File: config.mk
export PLATFORM = sky130hd
export DESIGN_NAME = var_change_reader
export DESIGN_NICKNAME = d
export VERILOG_FILES = /design/src/rtl/var_change_reader.sv
export SDC_FILE = /design/constraint.sdc
export NUM_CORES = 1
export LEC_CHECK = 0
export ABC_AREA = 0
export CORE_MARGIN = 2
export CORE_UTILIZATION = 40
export DETAILED_ROUTE_END_ITERATION = 7
export MAX_ROUTING_LAYER = met4
export PLACE_DENSITY_LB_ADDON = 0.05
export SLEW_MARGIN = 20
export SYNTH_ARGS = -nofsm -noshare
export SYNTH_HDL_FRONTEND = slang
export SYNTH_SLANG_ARGS = --single-unit
File: constraint.sdc
create_clock -name clk -period 22 [get_ports clk]
set_clock_uncertainty 0.05 [all_clocks]
set_input_delay 3.3 -clock clk [delete_from_list [all_inputs] [get_ports clk]]
set_output_delay 3.3 -clock clk [all_outputs]
set_load 0.02 [all_outputs]
File: src/rtl/var_change_reader.sv
// Change monitor for a single-writer variable: samples var_in each clock and
// queues every detected change as an {old, new, seq} event drained by valid/ready.
module var_change_reader #(
  parameter int               WIDTH = 32,
  parameter int               DEPTH = 4,
  parameter logic [WIDTH-1:0] INIT  = '0
) (
  input  logic                     clk,
  input  logic                     rst,
  input  logic                     en,
  input  logic [WIDTH-1:0]         var_in,
  output logic                     evt_valid,
  input  logic                     evt_ready,
  output logic [WIDTH-1:0]         evt_old,
  output logic [WIDTH-1:0]         evt_new,
  output logic [7:0]               evt_seq,
  output logic [$clog2(DEPTH):0]   fifo_level,
  output logic [15:0]              change_count,
  output logic                     overflow
);

  localparam int AW = $clog2(DEPTH);
  localparam int LW = AW + 1;

  typedef struct packed {
    logic [WIDTH-1:0] old_v;
    logic [WIDTH-1:0] new_v;
    logic [7:0]       seq;
  } evt_t;

  evt_t             mem [DEPTH];
  evt_t             hold_q;
  evt_t             head;
  logic [AW-1:0]    wr_ptr, rd_ptr;
  logic [LW-1:0]    level;
  logic [WIDTH-1:0] last_q;
  logic [7:0]       seq_cnt;
  logic             full, change, push, pop;

  // Case equality so an X/Z on var_in registers as a change in simulation.
  always_comb begin
    full   = (level == LW'(DEPTH));
    pop    = (level != '0) && evt_ready;
    change = en && (var_in !== last_q);
    push   = change && (!full || pop);
  end

  // When empty the outputs keep showing the last head that was popped.
  always_comb begin
    head = hold_q;
    if (level != '0) head = mem[rd_ptr];
  end

  assign evt_valid    = (level != '0);
  assign evt_old      = head.old_v;
  assign evt_new      = head.new_v;
  assign evt_seq      = head.seq;
  assign fifo_level   = level;

  always_ff @(posedge clk or posedge rst) begin
    if (rst) begin
      for (int i = 0; i < DEPTH; i++) mem[i] <= '0;
      hold_q       <= '0;
      wr_ptr       <= '0;
      rd_ptr       <= '0;
      level        <= '0;
      last_q       <= INIT;
      seq_cnt      <= '0;
      change_count <= '0;
      overflow     <= 1'b0;
    end else begin
      if (pop) begin
        hold_q <= mem[rd_ptr];
        rd_ptr <= rd_ptr + 1'b1;
      end
      if (push) begin
        mem[wr_ptr] <= '{old_v: last_q, new_v: var_in, seq: seq_cnt};
        wr_ptr      <= wr_ptr + 1'b1;
      end
      case ({push, pop})
        2'b10:   level <= level + 1'b1;
        2'b01:   level <= level - 1'b1;
        default: level <= level;
      endcase
      // Dropped events still advance seq_cnt so consumers can see the gap.
      if (change) begin
        last_q  <= var_in;
        seq_cnt <= seq_cnt + 1'b1;
        if (change_count != 16'hFFFF) change_count <= change_count + 1'b1;
        if (!push) overflow <= 1'b1;
      end
    end
  end

endmodule

Yosys cells after proc, flatten, opt, wreduce, memory -nomap -nowiden
Index checks and enable logic that the tools add are counted.
{ "classes": {"add_sub_neg": 6, "magnitude_cmp": 3, "n_eq_ne": 5, "muxes": 8, "bitwise": 3, "n_reduce_logical": 10} }
{ "ops": {"columns": ["cell", "count"], "rows": [
  ["$bwmux 288", 1],
  ["$mux 72", 4],
  ["$bmux 72 s2", 1],
  ["$demux 72 s2", 1],
  ["$nex 32x32->1", 1],
  ["$add 16x1->16 const B", 1],
  ["$ne 16x16->1 const B", 1],
  ["$add 8x1->8 const B", 1],
  ["$ge 3x3->1 const B", 2],
  ["$not 2->3", 2],
  ["$pmux 3 s2", 1],
  ["$add 2x1->2 const B", 2],
  ["$logic_and 1x1->1", 4],
  ["$reduce_and 2->1", 2],
  ["$add 3x1->3 const B", 1],
  ["$eq 3x3->1 const B", 1],
  ["$lt 3x1->1 const B", 1],
  ["$reduce_bool 3->1", 1],
  ["$sub 3x1->3 const B", 1],
  ["$eq 2x1->1 const B", 1],
  ["$eq 2x2->1 const B", 1],
  ["$reduce_bool 2->1", 1],
  ["$logic_not 1->1", 1],
  ["$logic_or 1x1->1", 1],
  ["$not 1->1", 1]
]} }
{ "word_totals": {"register_bits": 424, "input_bits": 36, "elab_cells": 57} }

Depth between registers and ports, before layout
Gate-level depths: netlist (run 1).
{ "logic_depth": {"word_depth": 6, "depth_mapped": 13, "mapped_depth_nobuf": 12} }

Worst setup path after synthesis (run 1)
Ideal clock, no wire load.
{ "synth_timing": {"path_type": "input port to flip-flop", "startpoint": "input var_in[20]", "endpoint": "register level[2] (netlist: fifo_level[2])", "setup_ns": 0.080, "arrival_time_ns": 5.368, "required_time_ns": 21.870, "slack_ns": 16.503, "cell_stages": 13, "path_buffers": 1, "path_cell_list": "xnor2_1 > nand4_1 > nor4_2 > a21boi_2 > buf_6 > and2_1 > inv_1 > ha_1 > inv_1 > fa_1 > xor2_1 > nor2_1 > xor2_1"} }
{ "synth_via": {"elab_chain_len": 5, "elab_cells_between_ends": 7, "cone_classes": "eq/ne: 3; mux: 1; reduce/logical: 3"} }
{ "synth_lines": {"columns": ["item", "line", "source"], "rows": [
  ["from (decl)", "11", "input logic [WIDTH-1:0] var_in,"],
  ["$nex 32x32->1 (*)", "44", "change = en && (var_in !== last_q);"],
  ["$logic_and 1x1->1 (*)", "44", null],
  ["$logic_and 1x1->1 (*)", "45", "push = change && (!full || pop);"],
  ["$eq 2x1->1 / $eq 2x2->1 (equally long branches)", "80", "case ({push, pop})"],
  ["$pmux 3 s2 / $reduce_bool 2->1 (equally long branches)", null, null],
  ["to (signal assigned)", "81", "2'b10: level <= level + 1'b1;"],
  ["to (signal assigned)", "82", "2'b01: level <= level - 1'b1;"],
  ["to (signal assigned)", "83", "default: level <= level;"],
  ["to (decl)", "35", "logic [LW-1:0] level;"]
]} }
Every way passes the cells marked *; elsewhere a longest branch is shown, timed or not.
A chain may end at the register's enable or synchronous reset.

Final worst setup path (run 1)
{ "layout_timing": {"startpoint": "register rd_ptr[0]", "endpoint": "output evt_new[13]"} }
{ "layout_via": {"elab_chain_len": 5} }
{ "layout_lines": {"columns": ["item", "line", "source"], "rows": [
  ["from (decl)", "34", "logic [AW-1:0] wr_ptr, rd_ptr;"],
  ["from (signal assigned)", "74", "rd_ptr <= rd_ptr + 1'b1;"],
  ["$not 2->3 (implied by the code)", "51", "if (level != '0) head = mem[rd_ptr];"],
  ["$bmux 72 s2", "51", null],
  ["$mux 72 (implied by the code) (2 in a row)", "51", null],
  ["$mux 72", "51", null],
  ["to (decl)", "15", "output logic [WIDTH-1:0] evt_new,"]
]} }
No other way between the ends. The select of a mux whose other input is x is not followed.

==> results of run 1 <==
## cell usage after synthesis (2+ instances only)
| library cell | instances | area share [%] |
|---|---|---|
| nor3_1 | 3 | 0.076 |
| mux2_4 | 140 | 11 |
| buf_1 | 14 | 0.27 |
| ha_1 | 7 | 0.45 |
| xnor2_1 | 48 | 2.1 |
| and2_1 | 2 | 0.064 |
| nor4b_1 | 2 | 0.089 |
| buf_12 | 2 | 0.20 |
| buf_8 | 12 | 0.92 |
| mux4_2 | 72 | 8.2 |
| buf_2 | 26 | 0.66 |
| nor2_1 | 6 | 0.11 |
| dfrtp_1 | 424 | 54 |
| and3_1 | 3 | 0.095 |
| mux2_2 | 222 | 13 |
| clkbuf_1 | 26 | 0.50 |
| nand3_1 | 13 | 0.33 |
| xor2_1 | 12 | 0.53 |
| nor4_2 | 2 | 0.13 |
| nand4_1 | 14 | 0.45 |
| nor3b_1 | 3 | 0.11 |
| nand3_4 | 2 | 0.18 |
| nand2_1 | 320 | 6.1 |
| nand3_2 | 2 | 0.10 |
| inv_1 | 12 | 0.23 |
| or3_1 | 3 | 0.095 |
## worst reg2reg max path, cell delays in order, from the launching register on
cell      delay [ns]
dfrtp_1         0.48
xnor2_1         0.35
nand4_1         0.25
nor4_2          0.49
a21boi_4        0.23
buf_4           0.37
nand3_4         0.30
buf_4           0.84
mux2_2          0.45
## registers in the layout (all words and copies together), names as in the netlist
signal        flops
rd_ptr            2
last_q           32
hold_q           72
mem             288
seq_cnt           8
change_count     16
overflow          1
wr_ptr            2
fifo_level        3
## cells in the final DEF (no fill, tap or decap), types with 2 or more instances in the layout
cell type and instances:
xor2_1 12, nor3b_1 3, nor2_1 6, nor3_1 3, mux4_2 72, nor4b_1 2, nand3_4 4, ha_1 7
dfrtp_1 422, buf_16 2, mux2_4 140, clkbuf_8 13, nand2_1 319, clkbuf_1 15, nor4_2 2, inv_1 10
nand4_1 14, clkbuf_16 49, buf_4 12, xnor2_1 48, mux2_2 222, and2_1 2, nand3_1 13, dfrtp_4 2
bufinv_16 4, and3_1 3, clkdlybuf4s50_1 128, or3_1 2
## layout make-up
type,count,area [um^2]
repair buffers,144,1458
clock inverters,7,141.4
diodes,1,2.502
inverters,12,52.55
fillers,4293,25660
well taps,664,830.8
clock buffers,77,1461
flip-flops and latches,424,10620
multi-input cells,884,8519
## per-layer routing
metal	share of wire [%]	wire, um	GRT usage [%]
met2	46	21130	29.21
met3	3.2	1471	3.266
met5	0	0	-
met4	1.8	809	4.422
met1	49	22420	27.35
## power breakdown
part	switching [W]	leakage, nW	internal, W	total [W]
Clock	0.000318	0.780	0.000499	0.000816
Combinational	0.000782	4.67	0.00102	0.00181
Sequential	0.000225	5.16	0.00114	0.00136
## kinds of logic (layout without fill, tap and decap cells)
group,count (synthesis),count (layout),synth area share (%)
muxes,435,435,31.71
DFF,424,424,53.97
and+or+nand+nor,378,378,8.083
buffers and inverters,94,240,2.870
xor gates and xnor gates,60,60,2.673
adders and majority gates,8,8,0.5473
AOI/OAI and AO/OA,3,3,0.1464
other,0,1,0
## through the flow
step           hold slack (ns)  cells  area [um^2]
5_1_grt                 0.4399   2213        23080
6_report                0.4176   2213        23080
3_5_place_dp            0.4082   2127        21450
2_1_floorplan           0.3918   1402        19660
3_3_place_gp            0.4025   2126        21420
4_1_cts                 0.4225   2211        23050
## worst max path at each step
stage / start / end / slack [ns] / cells after the start
floorplan: rst / change_count[0] / 6.85 / 1
global placement: var_in[25] / mem[18] / 14.58 / 8
detailed placement: var_in[25] / mem[265] / 14.61 / 9
CTS: rd_ptr[0] / evt_new[13] / 14.58 / 4
global route: rd_ptr[0] / evt_new[13] / 14.68 / 5
finish: rd_ptr[0] / evt_new[13] / 14.90 / 5
==> flow_summary.toml, run 1 <==
[synthesis]
synthCells = 1402
synth_ff_type = "dfrtp_1"
syn_nets = 1446
ys_seq_area_share_pct = 53.97
syn_avg_cell_area_um2 = 14.02
synth_cell_types = 36
synth_area_um2 = 19660
ys_ff_latch = 424
synth_edf_count = 0
yosysWarnings = 0
synth-async-reset-ratio_pct = 100.0

[clocking]
cts_resized = 0
htreeDepth = 2
clk_path_buf_depth = 3
cts_made_buffers = 49
hold_buffers = 0
cts_tree = "built"
clock-sinks = 424
clk_latency_ns = 0.57
post-cts-setup-buffers = 0
path_clk_slew_ns = 0.06
cts_root_buffer = "clkbuf_16"

[placement]
place_worst_setup_slack_ns = 14.61
port_buffers = 128
gp_congestion = 0.7171
dp_hpwl_mm = 26.93

[worst_setup_path]
cp_slowest_stage_delay_ns = 0.77
path_cells = "buf_16, buf_4, mux4_2, mux2_2, clkdlybuf4s50_1"
crit_slowest_cell = "dfrtp_4"
end_kind = "primary output"
worstPathMaxFanout = 27
r2r_end = "mem[239]"
worst_r2r_startpoint = "last_q[25]"
rrSetupSlack_ns = 18.08
reg2reg_depth = 8
required_ns = 18.65
start_kind = "flip-flop"
crit_type = "reg -> out"
crit_family = "buffers and inverters"
crit_buf_inv = 3
worstPathArrival_ns = 3.75

[timing]
fin_crit_sh_pct = 32.26
period_minus_slack_ns = 7.098
setup_tns_ns = 0
relSlewSlack_pct = 30.39
hold_viol = 0
fmax_mhz = 140.9
setup_viol_count_final = 0
worst_pin_slew_ns = 1.044
rsz0062_at_grt = "false"
finalMaxSlewViolations = 0
setup_slack_ns = 14.90

[worst_hold_path]
hold_end = "hold_q[61]"
worstHoldStart = "hold_q[61]"
min_path_cells = 2
hold_path_class = "reg -> reg"

[drt]
post_drt_wl_per_cell_um = 20.71
ant_nets = 0
drt_first_pass_iters = 4
drcViolationCount = 0
vias_per_cell = 5.081
vias = 11240
dr.first_iter.drc_count = 613
wl_mm = 45.84

[power_and_ir_drop]
power_leakage_nw = 10.61
p_per_area_nw_per_um2 = 172.6
peakVddDrop_v = 0.00009973
power_w = 0.003983

[final_layout]
layout-drive-gt1-share_pct = 34.50
area_delta_synth_final_pct = 17.42
nets = 1559
utilization_pct = 47.35

[job]
drv_cap = 0

[floorplan]
top_level_ports = 129
die_w_um = 225.7
start_util_pct = 40.33
placementRows = 81
core-area_um2 = 48750
dieArea_um2 = 50940
die-height_um = 225.7

[grt]
grt_first_pass_wirelength_mm = 73.24
antenna_found_initial = 1
grt_usage_pct = 19.32
grt_max_degree = 125
first_global_vias = 12010
grt_overflow_total = 0

[status]
status = "finished clean"
Power figures use the tool's default switching activity.
==> run 2: changes to the inputs <==
clock period = 6.5 ns   (was 22 ns; I/O delays follow)
==> run 2 against run 1 <==
  * Wire length grew 0.86%
  * Largest cell class unchanged
  * Hold slack better by 0.0016 ns
  * Non-clock buffer count up 3
  * Sequential share of layout area shrank 0.14 points
  * Total power grew to 3.4 times the previous value
  * Global-route usage grew 0.25 points
  * Via count increased by 0.21%
  * Final cell count is 0.27% higher
==> flow_summary.toml, run 2 (synthesis gave the netlist of run 1 again) <==
[placement]
place_worst_setup_slack_ns = 1.954
gp_congestion = 0.7252
port_buffers = 128
placed_cell_area_um2 = 21480
dp_hpwl_mm = 27.37

[power_and_ir_drop]
pwr-share-comb_pct = 45.1
p_switching_w = 0.004526
p_seq_share_pct = 34.2
p_int_w = 0.009030
switching_share_pct = 33.39
power_leakage_nw = 10.67
p_clk_share_pct = 20.7
peakVddDrop_v = 0.0003255
p_per_area_nw_per_um2 = 585.4

[clocking]
htreeDepth = 2
clk_latency_ns = 0.57
cts_root_buffer = "clkbuf_16"
cts_made_buffers = 48
cts_tree = "built"
clk_path_buf_depth = 3
post-cts-setup-buffers = 0
hold_buffers = 0
path_clk_slew_ns = 0.06
cts_resized = 0
clock-sinks = 424

[timing]
whs_ns = 0.4192
fin_crit_sh_pct = 68.75
fmax_mhz = 223.8
setup_slack_ns = 2.031
setup_viol_count_final = 0
worst_pin_slew_ns = 1.083
rsz0062_at_grt = "false"
finalMaxSlewViolations = 0
relSlewSlack_pct = 27.77
period_minus_slack_ns = 4.469
hold_viol = 0

[worst_setup_path]
rrSetupSlack_ns = 2.68
start_kind = "flip-flop"
worstPathMaxFanout = 32
reg2reg_depth = 7
worstPathArrival_ns = 3.44
path_cells = "buf_16, buf_4, mux4_2, mux2_2, clkdlybuf4s50_1"
r2r_end = "rd_ptr[1]"
end_kind = "primary output"
worst_r2r_startpoint = "fifo_level[0]"
crit_type = "reg -> out"
crit_end = "evt_old[19]"
required_ns = 5.47
setup.worst_path.start = "rd_ptr[0]"
cp_slowest_stage_delay_ns = 0.66
crit_slowest_cell = "dfrtp_4"

[drt]
wl_mm = 46.23
ant_nets = 0
vias_per_cell = 5.078
vias = 11270
post_drt_wl_per_cell_um = 20.83
drt_first_pass_iters = 4
dr.first_iter.drc_count = 512
drcViolationCount = 0

[grt]
grt_overflow_total = 0
grt_first_pass_wirelength_mm = 74.26
antenna_found_initial = 0
first_global_vias = 12040
grt_max_degree = 166
grt_usage_pct = 19.56

[floorplan]
core-area_um2 = 48750
placementRows = 81
die-height_um = 225.7
start_util_pct = 40.33
dieArea_um2 = 50940
top_level_ports = 129
die_w_um = 225.7

[worst_hold_path]
hold_path_class = "reg -> reg"
worstHoldStart = "hold_q[57]"

[job]
drv_cap = 0

[final_layout]
largest_reg_flops = 288
antenna_cells = 0
layout_commonest_cell = "dfrtp_1"
area_delta_synth_final_pct = 17.79
top_register = "mem"
nets = 1561
utilization_pct = 47.50
reg_top3 = "mem x288, hold_q x72, last_q x32"
mostFrequentLayoutCells = "dfrtp_1 (422), nand2_1 (319), mux2_2 (222)"
postLayoutCellArea_um2 = 23160
fillCellCount = 4295
layout-drive-gt1-share_pct = 35.31

[status]
status = "finished clean"
-- run 2: worst min path at each step --
stage,end,slack (ns),cells past startpoint
3_3_place_gp,hold_q[42],0.40,2
2_1_floorplan,hold_q[0],0.39,2
6_report,hold_q[57],0.42,2
3_5_place_dp,hold_q[57],0.41,2
5_1_grt,hold_q[3],0.44,2
4_1_cts,hold_q[28],0.42,2
-- run 2: through the flow --
stage / cells / total power, W / setup TNS, ns
floorplan: 1402 / 0.008795 / -104.50
global placement: 2130 / 0.01075 / 0
detailed placement: 2130 / 0.01084 / 0
CTS: 2218 / 0.01375 / 0
global route: 2219 / 0.01439 / 0
finish: 2219 / 0.01356 / 0
-- run 2: cell type report --
class	instances	area [um^2]	area share, %
Inverter	12	50.05	0.2161
Tap cell	664	830.8	3.588
Sequential cell	424	10620	45.85
Clock buffer	71	1459	6.300
Clock inverter	17	185.2	0.7997
Timing Repair Buffer	147	1494	6.452
Multi-Input combinational cell	884	8519	36.79
-- run 2: worst max-delay path, delay by kind of cell, from the launching register on --
kind,cells,cell delay (ns)
buffers and inverters,3,1.26
muxes,2,0.91
DFF,1,0.66
-- run 2: power groups by stage --
stage / sequential, W / clock [W] / combinational (W)
2_1_floorplan: 0.00437 / 0 / 0.00442
3_3_place_gp: 0.00472 / 0 / 0.00603
3_5_place_dp: 0.00475 / 0 / 0.00609
4_1_cts: 0.00472 / 0.00290 / 0.00613
5_1_grt: 0.00481 / 0.00300 / 0.00658
6_report: 0.00464 / 0.00280 / 0.00611
-- run 2: routing by layer --
| layer | wire [um] | up-vias | track usage (%) |
|---|---|---|---|
| met5 | 0 | - | - |
| met4 | 909 | 0 | 5.213 |
| met3 | 1229 | 60 | 2.420 |
| met2 | 21740 | 151 | 29.93 |
| met1 | 22350 | 5945 | 27.70 |
| li1 | - | 5112 | - |
==> patch 1 (settings of run 2) <==
Make the reset (`rst`) synchronous in one clocked block.
--- a/src/rtl/var_change_reader.sv
+++ b/src/rtl/var_change_reader.sv
@@ -59,3 +59,3 @@
 
-  always_ff @(posedge clk or posedge rst) begin
+  always_ff @(posedge clk) begin
     if (rst) begin
Behaviour: differs if rst is asserted again (counterexample within 4 cycles, from zero or initial values and one cycle with rst high); with rst held inactive, the same outputs for 4 cycles.
==> patch 1 against run 2 <==
- hold slack got worse by 20 ps
- sequential cell count up 2
- setup slack improved by 54 ps
- via count increased by 2.6%
- area after synthesis is 6.3% lower
- wire length up 2.5%
- design area down 6.3%
- largest cell class unchanged
- highest routed layer unchanged
Power is not compared: it rests on default switching activity, and its combinational part moved more than twofold at a synthesized area within 25%.
==> patch 1: results (changes against run 2) <==
* Status: completed
* Syn Nets at 1539 (+6.4%)
* EDFF count, synth at 288 (+288)
* Seq/Total Area, Yosys at 61.9% (+8.0 points)
* Initial antenna violation count at 1 (+1)
* Worst Hold Path Cells at 2 (unchanged)
* Global-route wire length before repair at 72800 µm (-1.9%)
* Placer Congestion at 0.757 (+4.4%)
* Worst-path fanout max at 42 (+31%)
* Vias in the first global route at 12002 (-0.29%)
* Drt first-iter violations at 797 (+56%)
* Worst Hold End: hold_q[38]$_SDFFE_PP0P_
* Clock network fraction of design power at between 20% and 30%
* Top cells by count, synth: 357 x nor2_1, 288 x edfxtp_1, 158 x nand2_1, 138 x dfxtp_1, 75 x nand2b_1
* Fill cell count at 4139 (-3.6%)
* Placed instance area at 20200 µm² (-6.0%)
* IO buf count at 128 (unchanged)
* Gr usage total at 20.9% (+1.4 points)
* HPWL after DPL at 27700 µm (+1.1%)
* Most used DFF post-synth: edfxtp_1
* Nets@finish at 1633 (+4.6%)
* FF-to-FF setup slack at 2700 ps (+20 ps)
* Vias per inst at 5.18 (+2.0%)
* Share of post-route cells with drive strength above 1 at 15.6% (-20 points)
* Post-synthesis cell type count at 37 (+2.8%)
* Crit path capture: evt_old[5]
* Hold Slack at 399 ps (-20.1 ps)
* Worst r2r dst: mem[0][39]$_SDFFCE_PN0P_
* Worst-margin pin slew at 1060 ps (-19.8 ps)
* Worst hold path startpoint: hold_q[38]$_SDFFE_PP0P_
* Largest net degree at the start of global routing at 88 (-47%)
* Crit Reg-Reg Startpoint: last_q[20]$_SDFFE_PP0P_
* Fmax achieved at 227 MHz (+1.2%)
* Setup WS pre-CTS at 1610 ps (-340 ps)
* Top cells by area, synth: edfxtp_1 47%, dfxtp_1 15%, mux4_2 8.8%
-- patch 1: cell count changes after synthesis, sizes merged, moves of 11 or more --
| cell | change |
|---|---|
| nand2 | -162 |
| edfxtp | +288 |
| nor2 | +351 |
| dfxtp | +138 |
| a21oi | +74 |
| clkbuf | +29 |
| mux2 | -285 |
| xor2 | +22 |
| dfrtp | -424 |
| nand3 | -11 |
| mux2i | +32 |
| nand2b | +75 |
| xnor2 | -28 |
-- patch 1: final cells by class --
class | instances | area [µm²] | share of cell area (%)
diodes | 1 | 2.50 | 0.0115
repair buffers | 146 | 1440 | 6.65
clock inverters | 15 | 76.3 | 0.352
clock buffers | 71 | 1430 | 6.58
multi-input cells | 967 | 6570 | 30.3
well taps | 600 | 751 | 3.46
inverters | 5 | 18.8 | 0.0865
flip-flops and latches | 426 | 11400 | 52.6
-- patch 1: kinds of logic after synthesis --
kind of cell               share of synthesized area (%)
AOI/OAI and AO/OA                                   2.30
xor gates and xnor gates                            2.57
adders and majority gates                          0.245
buffers and inverters                               2.74
DFF                                                 61.9
muxes                                               15.3
and+or+nand+nor                                     14.9
-- patch 1: critical path: stages (launching register included) --
cell             delay, ps
dfxtp_4                960
buf_12                 370
mux4_2                 630
mux2_2                 290
clkdlybuf4s50_1        530
-- patch 1: per-stage QoR --
| step | util [%] | total power [mW] | instances |
|---|---|---|---|
| after detailed placement | 44.5 | 6.19 | 2144 |
| after global placement | 44.5 | 6.17 | 2144 |
| final | 47.8 | 8.68 | 2231 |
| after CTS | 47.8 | 8.81 | 2230 |
| after global routing | 47.8 | 9.09 | 2231 |
| after floorplan | - | 5.15 | 1500 |
-- patch 1: routing by layer --
layer	wire [µm]	vias to the layer above	track usage, %
met5	0	-	-
met3	2050	61	3.15
met4	1040	0	6.17
li1	-	5440	-
met2	22600	244	33.1
met1	21700	5814	28.0
==> patch 2 (config.mk and constraints of run 2) <==
Without the edit above. Set the parameter `DEPTH` to 8 (it was 4).
--- a/src/rtl/var_change_reader.sv
+++ b/src/rtl/var_change_reader.sv
@@ -4,3 +4,3 @@
   parameter int               WIDTH = 32,
-  parameter int               DEPTH = 4,
+  parameter int               DEPTH = 8,
   parameter logic [WIDTH-1:0] INIT  = '0
Ports: changed (resized fifo_level); port bits go from 129 to 130. No check against the original RTL was run, so the function may have changed too.
==> patch 2 against run 2 <==
- wire length up 76%
- power increased by 59%
- count of clock-buffer cells in the layout up 52
- clock power is 61% higher
- setup slack got worse by 350 ps
- sequential cell count is 291 higher
- maximum frequency is 7.3% lower
- area after synthesis increased by 66%
- design area is 62% higher
- largest cell class unchanged
- largest power group unchanged
==> patch 2: results (changes against run 2) <==
* Status: completed
* Crit Reg-Reg Startpoint: last_q[2]$_DFFE_PP0P_
* Share of post-route cells with drive strength above 1 at 37.8% (+2.5 points)
* Placer Congestion at 0.771 (+6.3%)
* Drt wl/cell at 23.6 µm (+13%)
* Area share of fa/ha/maj cells after synthesis at 0.291% (-0.26 points)
* Static leakage at 16.1 nW (+51%)
* Post-synthesis compound-gate area fraction at 2.48% (+2.3 points)
* Post-synthesis mux area share at 33.1% (+1.4 points)
* HPWL after DPL at 48900 µm (+79%)
* Number of synthesis warnings at 0 (unchanged)
* Post-CTS setup buffer count at 0 (unchanged)
* Initial antenna violation count at 3 (+3)
* Largest net degree at the start of global routing at 176 (+6.0%)
* Nets@finish at 2380 (+52%)
* DR vias at 18635 (+65%)
* Global-route wire length before repair at 126000 µm (+70%)
* Gr usage total at 20.6% (+1.1 points)
* Vias in the first global route at 19677 (+63%)
* Worst-path fanout max at 47 (+47%)
* Rel. slew slack at 32.3% (+4.5 points)
* Drt first-iter violations at 1108 (+120%)
* Placed instance area at 34700 µm² (+62%)
* Drt first pass iters at 4 (unchanged)
* Peak VDD IR at 0.332 mV (+2.1%)
* Int Pwr at 14.2 mW (+57%)
* Cts repair resizes at 0 (unchanged)
* Worst hold path startpoint: hold_q[47]$_DFFE_PP0P_
* Regs by FF count: mem x576, hold_q x72, last_q x32
* Syn Nets at 2334 (+61%)
* Worst-path clk slew at 60 ps (about the same)
* Critical path's top delay family: buffers and inverters
* Most used DFF post-synth: dfrtp_1
* CTS Buf Count at 82 (+71%)
* Top cells by area, synth: dfrtp_1 55%, mux2_2 17%, mux4_2 9.9%
* Worst skew pair latency at 620 ps (+50 ps)
* Crit path max-delay cell type: dfrtp_4
* Seq/Total Area, Yosys at 54.8% (+0.85 points)
* Hold buffers post-CTS at 0 (unchanged)
* IO buf count at 129 (+0.78%)
* Post-Synth XOR/XNOR Area at 1.53% (-1.1 points)
* Top cells by count, synth: 715 x dfrtp_1, 500 x mux2_2, 187 x nand2_1, 144 x mux4_2, 108 x buf_2
* Largest stage delay on the critical path at 1060 ps (+400 ps)
* H-tree depth at 3 (+1)
* WP data arrival at 3800 ps (+360 ps)
* Post-synthesis cell type count at 44 (+22%)
[patch 2: through the flow]
step / std cells / worst slack [ps]
floorplan: 2291 / -4320
global placement: 3312 / 1950
detailed placement: 3312 / 1940
CTS: 3456 / 1550
global route: 3460 / 1460
finish: 3461 / 1680
[patch 2: power by group through the flow]
stage	Sequential [mW]	Clock, mW	Combinational, mW
6_report	7.94	4.51	9.05
2_1_floorplan	7.38	0	6.62
4_1_cts	7.96	4.67	9.24
3_5_place_dp	8.03	0	9.20
5_1_grt	8.25	4.86	9.80
3_3_place_gp	7.91	0	9.07
[patch 2: final timing paths]
path	to	slack [ps]	cells after the start
max	evt_seq[7]	1680	5
min	hold_q[47]$_DFFE_PP0P_	430	2
max reg2reg	fifo_level[3]$_DFFE_PP0P_	3020	12
min reg2reg	hold_q[47]$_DFFE_PP0P_	430	2
max in group asynchronous	mem[97]$_DFFE_PP0P_	4160	4
min in group asynchronous	mem[418]$_DFFE_PP0P_	750	2
[patch 2: layout make-up]
class	instances	area (µm²)
Antenna cell	4	10.0
Clock buffer	123	2460
Clock inverter	21	170
Fill cell	7116	43300
Inverter	9	37.5
Multi-Input combinational cell	1349	13700
Sequential cell	715	17900
Tap cell	1060	1330
Timing Repair Buffer	180	1810
[patch 2: routing by layer]
| metal | wire length, µm | GRT usage, % |
|---|---|---|
| met1 | 39700 | 29.6 |
| met2 | 37500 | 30.9 |
| met3 | 2600 | 3.15 |
| met4 | 1770 | 4.88 |
| met5 | 0 | - |
[patch 2: cells by family after synthesis]
group | count (synthesis)
XOR/XNOR | 57
buffers and inverters | 227
AND/OR/NAND/NOR | 328
AO/OA/AOI/OAI | 156
flip-flops | 715
adder cells (fa/ha/maj) | 7
multiplexers | 801
